## src/rtl/pixel_write_buffer.sv

```systemverilog
// pixel_write_buffer: renderer pixel sink. Accepted pixels are range-checked,
// turned into linear framebuffer addresses, queued, and written one per cycle
// into the back buffer. A frame_done request drains the queue and then swaps
// the front and back buffers.
module pixel_write_buffer #(
   parameter int WIDTH      = 160,
   parameter int HEIGHT     = 120,
   parameter int FIFO_DEPTH = 8,
   parameter int ADDR_W     = 15
) (
   input  logic              i_clk,
   input  logic              i_reset,
   input  logic              i_pix_valid,
   output logic              o_pix_ready,
   input  logic [8:0]        i_pix_x,
   input  logic [8:0]        i_pix_y,
   input  logic [8:0]        i_pix_color,
   input  logic              i_frame_done,
   input  logic              i_mem_wait,
   output logic              o_mem_we,
   output logic [ADDR_W-1:0] o_mem_addr,
   output logic [8:0]        o_mem_data,
   output logic              o_mem_sel,
   output logic              o_display_sel,
   output logic              o_swap_ack,
   output logic [7:0]        o_drop_count
);

   localparam int PW = $clog2(FIFO_DEPTH);
   localparam int CW = PW + 1;
   localparam int EW = ADDR_W + 9;
   localparam logic [CW-1:0] DEPTH_C = CW'(FIFO_DEPTH);

   typedef enum logic [1:0] {S_FILL, S_DRAIN, S_SWAP, S_HOLD} state_t;

   state_t            r_state, w_next;

   // input stage: address is computed here, one cycle before the FIFO push
   logic              r_in_vld;
   logic [ADDR_W-1:0] r_in_addr;
   logic [8:0]        r_in_data;

   logic [EW-1:0]     r_fifo [FIFO_DEPTH];
   logic [PW-1:0]     r_wr_ptr, r_rd_ptr;
   logic [CW-1:0]     r_count;

   logic              r_mem_we;
   logic [ADDR_W-1:0] r_mem_addr;
   logic [8:0]        r_mem_data;
   logic              r_display_sel;
   logic              r_swap_ack;
   logic [7:0]        r_drop_count;

   logic [CW-1:0]     w_occ;
   logic              w_full, w_accept, w_in_range, w_commit, w_pop, w_idle;
   logic [ADDR_W-1:0] w_x, w_y, w_addr;

   // The input stage slot is reserved against FIFO space, so the FIFO plus
   // the output register bound total capacity to FIFO_DEPTH + 1.
   assign w_occ      = r_count + CW'(r_in_vld);
   assign w_full     = (w_occ >= DEPTH_C);
   assign w_accept   = i_pix_valid && o_pix_ready;
   assign w_in_range = (i_pix_x < 9'(WIDTH)) && (i_pix_y < 9'(HEIGHT));
   assign w_commit   = r_mem_we && !i_mem_wait;
   assign w_pop      = (r_count != '0) && (!r_mem_we || w_commit);
   assign w_idle     = (r_count == '0) && !r_in_vld && (!r_mem_we || w_commit);
   assign w_x        = ADDR_W'(i_pix_x);
   assign w_y        = ADDR_W'(i_pix_y);
   assign w_addr     = (w_y << 7) + (w_y << 5) + w_x;

   // FSM state register
   always_ff @(posedge i_clk) begin
      if (i_reset) r_state <= S_FILL;
      else         r_state <= w_next;
   end

   // FSM next-state logic
   always_comb begin
      w_next = r_state;
      case (r_state)
         S_FILL:  if (i_frame_done) w_next = S_DRAIN;
         S_DRAIN: if (w_idle) w_next = S_SWAP;
         S_SWAP:  w_next = S_HOLD;
         S_HOLD:  if (!i_frame_done) w_next = S_FILL;
         default: w_next = S_FILL;
      endcase
   end

   // FSM outputs: only FILL accepts, never during the reset cycle
   always_comb begin
      o_pix_ready = !i_reset && (r_state == S_FILL) && !w_full;
   end

   // input stage: capture in-range pixels with their linear address
   always_ff @(posedge i_clk) begin
      if (i_reset) begin
         r_in_vld  <= 1'b0;
         r_in_addr <= '0;
         r_in_data <= '0;
      end else begin
         r_in_vld <= w_accept && w_in_range;
         if (w_accept && w_in_range) begin
            r_in_addr <= w_addr;
            r_in_data <= i_pix_color;
         end
      end
   end

   // FIFO storage (data needs no reset; pointers/count define validity)
   always_ff @(posedge i_clk) begin
      if (r_in_vld) r_fifo[r_wr_ptr] <= {r_in_addr, r_in_data};
   end

   // FIFO pointers and occupancy
   always_ff @(posedge i_clk) begin
      if (i_reset) begin
         r_wr_ptr <= '0;
         r_rd_ptr <= '0;
         r_count  <= '0;
      end else begin
         if (r_in_vld) r_wr_ptr <= r_wr_ptr + PW'(1);
         if (w_pop)    r_rd_ptr <= r_rd_ptr + PW'(1);
         case ({r_in_vld, w_pop})
            2'b10:   r_count <= r_count + CW'(1);
            2'b01:   r_count <= r_count - CW'(1);
            default: r_count <= r_count;
         endcase
      end
   end

   // output register: refill on empty or on commit, hold while stalled
   always_ff @(posedge i_clk) begin
      if (i_reset) begin
         r_mem_we   <= 1'b0;
         r_mem_addr <= '0;
         r_mem_data <= '0;
      end else if (w_pop) begin
         r_mem_we                 <= 1'b1;
         {r_mem_addr, r_mem_data} <= r_fifo[r_rd_ptr];
      end else if (w_commit) begin
         r_mem_we <= 1'b0;
      end
   end

   // out-of-range drop counter, saturating
   always_ff @(posedge i_clk) begin
      if (i_reset)                                              r_drop_count <= '0;
      else if (w_accept && !w_in_range && r_drop_count != 8'hFF) r_drop_count <= r_drop_count + 8'd1;
   end

   // buffer swap: toggle on the edge leaving SWAP, with a one-cycle ack
   always_ff @(posedge i_clk) begin
      if (i_reset) begin
         r_display_sel <= 1'b1;
         r_swap_ack    <= 1'b0;
      end else begin
         r_swap_ack <= (r_state == S_SWAP);
         if (r_state == S_SWAP) r_display_sel <= ~r_display_sel;
      end
   end

   assign o_mem_we      = r_mem_we;
   assign o_mem_addr    = r_mem_addr;
   assign o_mem_data    = r_mem_data;
   assign o_display_sel = r_display_sel;
   assign o_mem_sel     = ~r_display_sel;
   assign o_swap_ack    = r_swap_ack;
   assign o_drop_count  = r_drop_count;

endmodule

```

## config.mk

```make
export PLATFORM = sky130hd
export DESIGN_NAME = pixel_write_buffer
export DESIGN_NICKNAME = d
export VERILOG_FILES = /design/src/rtl/pixel_write_buffer.sv
export SDC_FILE = /design/constraint.sdc
export NUM_CORES = 1
export LEC_CHECK = 0
export CORE_UTILIZATION = 30
export DETAILED_ROUTE_END_ITERATION = 16
export REMOVE_ABC_BUFFERS = 1
export SETUP_SLACK_MARGIN = 0.2
export SLEW_MARGIN = 30
export SYNTH_ARGS = -nofsm -noshare
export SYNTH_HDL_FRONTEND = slang
export SYNTH_SLANG_ARGS = --single-unit
```

## constraint.sdc

```tcl
create_clock -name i_clk -period 3.2 [get_ports i_clk]
set_clock_uncertainty 0.2 [all_clocks]
set_input_delay 0.64 -clock i_clk [delete_from_list [all_inputs] [get_ports i_clk]]
set_output_delay 0.64 -clock i_clk [all_outputs]
set_load 0.01 [all_outputs]
```

==> results.yml, run 1 <==
outcome:
  outcome: "finished clean"
detailed_routing:
  vias_per_cell: 4.61
  routed_wirelength_mm: 21.1
  ant_nets: 0
  drc: 0
  dr.pass1.iters: 4
  drt-initial-drc-count: 290
  wire_per_inst_um: 17.1
  vias: 5694
clock_network:
  path_clk_slew_ps: 60
  cts_buffers: 27
  cts_tree: "done"
  clock-sinks: 264
  hold_buffers: 0
  clock_tree.root_cell: "clkbuf_16"
  ctsHtreeMaxLevel: 1
  clock_latency_ps: 540
  cts_buffer_depth: 3
run:
  cap_violations: 0
final_layout:
  drive_gt1_share_pct: 19.9
  final_cell_mix: "edfxtp_1 (192), clkdlybuf4s50_1 (67), dfxtp_1 (67)"
  final_util_pct: 37.6
  fin_area_sq_um: 13000
  nets: 820
  stdcell_count: 1234
  mostFrequentLayoutCell: "edfxtp_1"
  area_delta_synth_final_pct: 23.5
  n_antenna_cell: 0
yosys:
  syn_inst: 657
  yosys_warnings: 0
  yosysUniqueCellTypes: 49
  synthArstFlopShare_pct: 0
  synth-seq-area-share_pct: 68.6
  syn_area_per_cell_sq_um: 16.0
  ys.flop_type: "edfxtp_1"
  ys_seq_elements: 264
  synth-edff-count: 192
  synth_area_sq_um: 10500
die:
  fp.dieW_um: 189
  fp.dieH_um: 189
  io_pins: 69
  initial_utilization_pct: 30.4
  die_area_sq_um: 35800
  num_rows: 68
  design.core.area_sq_um: 34500
critical_path:
  slowest_delay_ps: 530
  crit_chain: "ha_1 > and4_4 > o211a_1 > clkdlybuf4s50_1"
  critPathMaxFanout: 8
  required_ps: 2360
  path_class: "flop to primary output"
  cpMaxStageDelayCell: "clkdlybuf4s50_1"
  critPathCapture: "o_pix_ready"
  arrival_ps: 2070
  worstRegToRegCells: 9
  r2r_end: "r_count[2]"
  crit_path_end_kind: "primary output"
  r2r_setup_slack_ps: 540
  start_kind: "flop"
  crit_path_start: "r_in_vld"
  reg2reg_from: "r_count[2]"
sta:
  clock.fmax_mhz: 343
  hold_ws_ps: 296
  hold_viol_final: 0
  worst_pin_slew_ps: 834
  fin_crit_sh_pct: 91.1
  finalSetupViolations: 0
  fin_crit_ps: 2910
  rsz0062_at_grt: "false"
  drv_slew: 0
  relSlewSlack_pct: 44.4
grt:
  antenna_found_initial: 0
  grt_pass1_wl_mm: 33.3
  grt_max_degree: 69
  first_global_vias: 5692
  grt.overflow.total: 0
  gr-usage-all-layers_pct: 12.0
placed_design:
  place_hpwl_mm: 12.9
  gp_congestion: 0.705
  place_inst: 1184
  io_buffers: 68
  placed_area_sq_um: 12000
power_and_ir_drop:
  p_leak_nw: 4.02
  vdd_ir_drop_max_mv: 0.383
  power_density_nw_per_um2: 717
  total_power_mw: 9.31
min_path:
  hold_path.class: "flop to flop"
layer usage:
layer | global-route usage, % | part of all wire [%] | up-vias
li1 | - | - | 2728
met1 | 16.7 | 46 | 2830
met2 | 19.8 | 48 | 109
met3 | 1.98 | 4.3 | 27
met4 | 2.64 | 1.7 | 0
met5 | 0 | 0 | -
registers in the layout, indices dropped and copies added, names as in the netlist:
register,count
o_mem_data,9
r_in_vld,1
r_rd_ptr,3
r_wr_ptr,3
r_state,2
r_in_addr,15
r_fifo,192
r_in_data,9
o_display_sel,1
o_drop_count,8
o_mem_addr,15
r_count,4
o_swap_ack,1
o_mem_we,1
cell usage after synthesis, types with 2 or more instances:
cell type	number	area, sq um
edfxtp_1	192	5770
dfxtp_1	72	1440
nor2_1	50	188
mux4_2	48	1080
nand2_1	48	180
mux2i_1	31	310
a211oi_1	27	203
a21oi_1	27	135
ha_1	27	338
clkbuf_1	20	75.1
inv_1	12	45.0
nand3_1	11	55.1
buf_2	8	40.0
nor2b_1	8	50.1
xnor2_1	8	70.1
xor2_1	8	70.1
nand2b_1	6	37.5
o21ai_0	6	30.0
nand4_1	5	31.3
nor3_1	5	25.0
buf_1	3	11.3
fa_1	3	60.1
and3_1	2	12.5
and4_1	2	17.5
mux2_2	2	22.5
o211ai_1	2	15.0
or3_1	2	12.5
stage by stage:
step	worst slack (ps)	setup TNS (ps)
floorplan	-1090	-9160
global placement	-152	-263
detailed placement	-230	-380
CTS	211	0
global route	202	0
finish	286	0
repair_timing:
| action | in CTS | in global routing |
|---|---|---|
| setup endpoints to repair | 1 | 2 |
| buffers inserted | 0 | 0 |
| pin swaps | 0 | 1 |
| gates resized for setup | 2 | 5 |
final cells by class:
cell class	instances	area, sq um
clock buffer	30	707
clock inverter	20	273
fill	3292	21600
inverter	13	48.8
multi-input combinational	348	3170
sequential	264	7220
tap	455	569
timing repair buffer	104	996
critical path: cells and delay by family, from the launching register on:
kind	cells	cell delay [ps]
buffers and inverters	1	530
DFF	1	410
and+or+nand+nor	1	240
adders and majority gates	1	210
AOI/OAI and AO/OA	1	160
kinds of logic (layout without fill, tap and decap cells):
group / Yosys count / after routing / share of synthesized area (%)
simple gates: 145 / 145 / 6.33
buf+inv: 45 / 167 / 1.74
mux: 81 / 81 / 13.5
fa+ha+maj: 30 / 30 / 3.79
flops: 264 / 264 / 68.6
xor+xnor: 16 / 16 / 1.33
compound gates: 76 / 76 / 4.80
power by group:
| part | internal [mW] | switching [mW] |
|---|---|---|
| combinational | 1.00 | 0.902 |
| clock | 2.09 | 1.32 |
| sequential | 3.81 | 0.188 |
worst min path at each step:
| stage | startpoint | to | slack (ps) | cells after the start |
|---|---|---|---|---|
| CTS | o_mem_data[7] | o_mem_data[7] | 300 | 2 |
| detailed placement | o_mem_data[7] | o_mem_data[7] | 290 | 2 |
| floorplan | r_in_addr[10] | r_in_addr[10] | 290 | 2 |
| finish | o_mem_data[5] | o_mem_data[5] | 300 | 2 |
| global placement | o_mem_addr[14] | o_mem_addr[14] | 290 | 2 |
| global route | o_mem_addr[3] | o_mem_addr[3] | 320 | 2 |
(Power assumes the default switching activity.)
==> run 2: changes to the inputs <==
--- a/config.mk
+++ b/config.mk
@@ -8,7 +8,6 @@
 export CORE_UTILIZATION = 30
 export DETAILED_ROUTE_END_ITERATION = 16
 export REMOVE_ABC_BUFFERS = 1
-export SETUP_SLACK_MARGIN = 0.2
 export SLEW_MARGIN = 30
 export SYNTH_ARGS = -nofsm -noshare
 export SYNTH_HDL_FRONTEND = slang
==> run 2 against run 1 <==
  * Die area stayed put
  * Via count is 0.32% lower
  * Largest power group unchanged
  * First-iteration DRC count is 3.4% higher
  * Non-clock buffer count stayed put
  * Fmax is 3.3% lower
  * Total power hardly changed
  * Highest routed layer unchanged
  * Clock power hardly changed
==> results.yml, run 2 (synthesis results as in run 1) <==
critical_path:
  crit_chain: "ha_1 > and4_1 > o211a_1 > clkdlybuf4s50_1"
  arrival_ps: 2180
  required_ps: 2360
  critPathBufInv: 1
  cpMaxStageDelayCell: "clkdlybuf4s50_1"
  start_kind: "flop"
  crit_path_end_kind: "primary output"
  path_class: "flop to primary output"
  slowest_delay_ps: 530
  critPathMaxFanout: 7
  cp_top_family: "buffers and inverters"
final_layout:
  final_cell_mix: "edfxtp_1 (192), dfxtp_1 (68), clkdlybuf4s50_1 (67)"
  mostFrequentLayoutCell: "edfxtp_1"
  fin_area_sq_um: 13000
  top_register: "r_fifo"
  n_antenna_cell: 0
  largest_reg_flops: 192
  stdcell_count: 1234
  drive_gt1_share_pct: 19.5
  nets: 820
  area_delta_synth_final_pct: 23.4
power_and_ir_drop:
  p_leak_nw: 4.02
  power_density_nw_per_um2: 718
  vdd_ir_drop_max_mv: 0.383
detailed_routing:
  vias: 5676
  drt-initial-drc-count: 300
  ant_nets: 0
  routed_wirelength_mm: 21.1
  wire_per_inst_um: 17.1
  drc: 0
  vias_per_cell: 4.60
  dr.pass1.iters: 4
clock_network:
  clock_latency_ps: 540
  cts_tree: "done"
  cts_buffers: 27
  hold_buffers: 0
  clock-sinks: 264
  clock_tree.root_cell: "clkbuf_16"
  cts_setup_buffers: 0
  cts_buffer_depth: 3
  path_clk_slew_ps: 60
  ctsHtreeMaxLevel: 1
  cts_resized: 0
placed_design:
  gp_congestion: 0.705
  placed_area_sq_um: 12000
  place_hpwl_mm: 12.9
  place_inst: 1184
  io_buffers: 68
outcome:
  outcome: "finished clean"
min_path:
  hold_path.class: "flop to flop"
grt:
  gr-usage-all-layers_pct: 12.0
  grt.overflow.total: 0
  grt_max_degree: 69
  first_global_vias: 5692
  grt_pass1_wl_mm: 33.3
  antenna_found_initial: 0
sta:
  relSlewSlack_pct: 44.2
  tns_ps: 0
  clock.fmax_mhz: 332
  fin_crit_sh_pct: 94.2
  worst_pin_slew_ps: 837
  finalSetupViolations: 0
  rsz0062_at_grt: "false"
  hold_viol_final: 0
  fin_crit_ps: 3020
  drv_slew: 0
die:
  die_area_sq_um: 35800
  fp.dieW_um: 189
  fp.dieH_um: 189
  initial_utilization_pct: 30.4
  design.core.area_sq_um: 34500
  io_pins: 69
  num_rows: 68
run:
  cap_violations: 0
## run 2: worst paths after layout
path	startpoint	end	slack, ps	depth (start not counted)
worst max-delay path	r_count[0]	o_pix_ready	180	4
worst min-delay path	o_mem_data[5]	o_mem_data[5]	300	2
worst max register to register	r_count[2]	r_count[2]	540	9
worst min register to register	o_mem_data[5]	o_mem_data[5]	300	2
## run 2: metrics by stage
step           setup slack [ps]  hold WS, ps  power (mW)  util [%]
3_3_place_gp               -152          285        6.01      34.7
5_1_grt                    77.7          322        9.76      37.5
6_report                    185          296        9.31      37.5
2_1_floorplan             -1090          290        5.32         -
4_1_cts                    81.1          301        9.46      37.5
3_5_place_dp               -230          292        6.03      34.7
## run 2: power breakdown
| group | total [mW] | internal (mW) | leakage (nW) | switching, mW |
|---|---|---|---|---|
| logic | 1.91 | 1.00 | 1.45 | 0.903 |
| registers | 4.00 | 3.81 | 2.10 | 0.187 |
| clock network | 3.40 | 2.09 | 0.473 | 1.32 |
## run 2: area by class of cell
cell class              count  area, sq um
flip-flops and latches    264         7210
well taps                 455          569
fillers                  3295        21600
clock buffers              30          707
clock inverters            20          273
multi-input cells         348         3160
repair buffers            104          996
inverters                  13         48.8
## run 2: worst reg2reg max path: stages, from the launching register on
cell and delay [ps]:
dfxtp_1 370, or4_4 550, a21boi_4 170, ha_1 260, xor2_1 160, ha_1 180, a21oi_1 150, xor2_1 90
or3_1 310, a21oi_1 130
## run 2: per-layer routing
layer / global-route usage, % / up-vias / wire (um)
met5: 0 / - / 0
met4: 2.64 / 0 / 352
met3: 1.98 / 27 / 910
met2: 19.8 / 109 / 10000
met1: 16.7 / 2812 / 9820
li1: - / 2728 / -
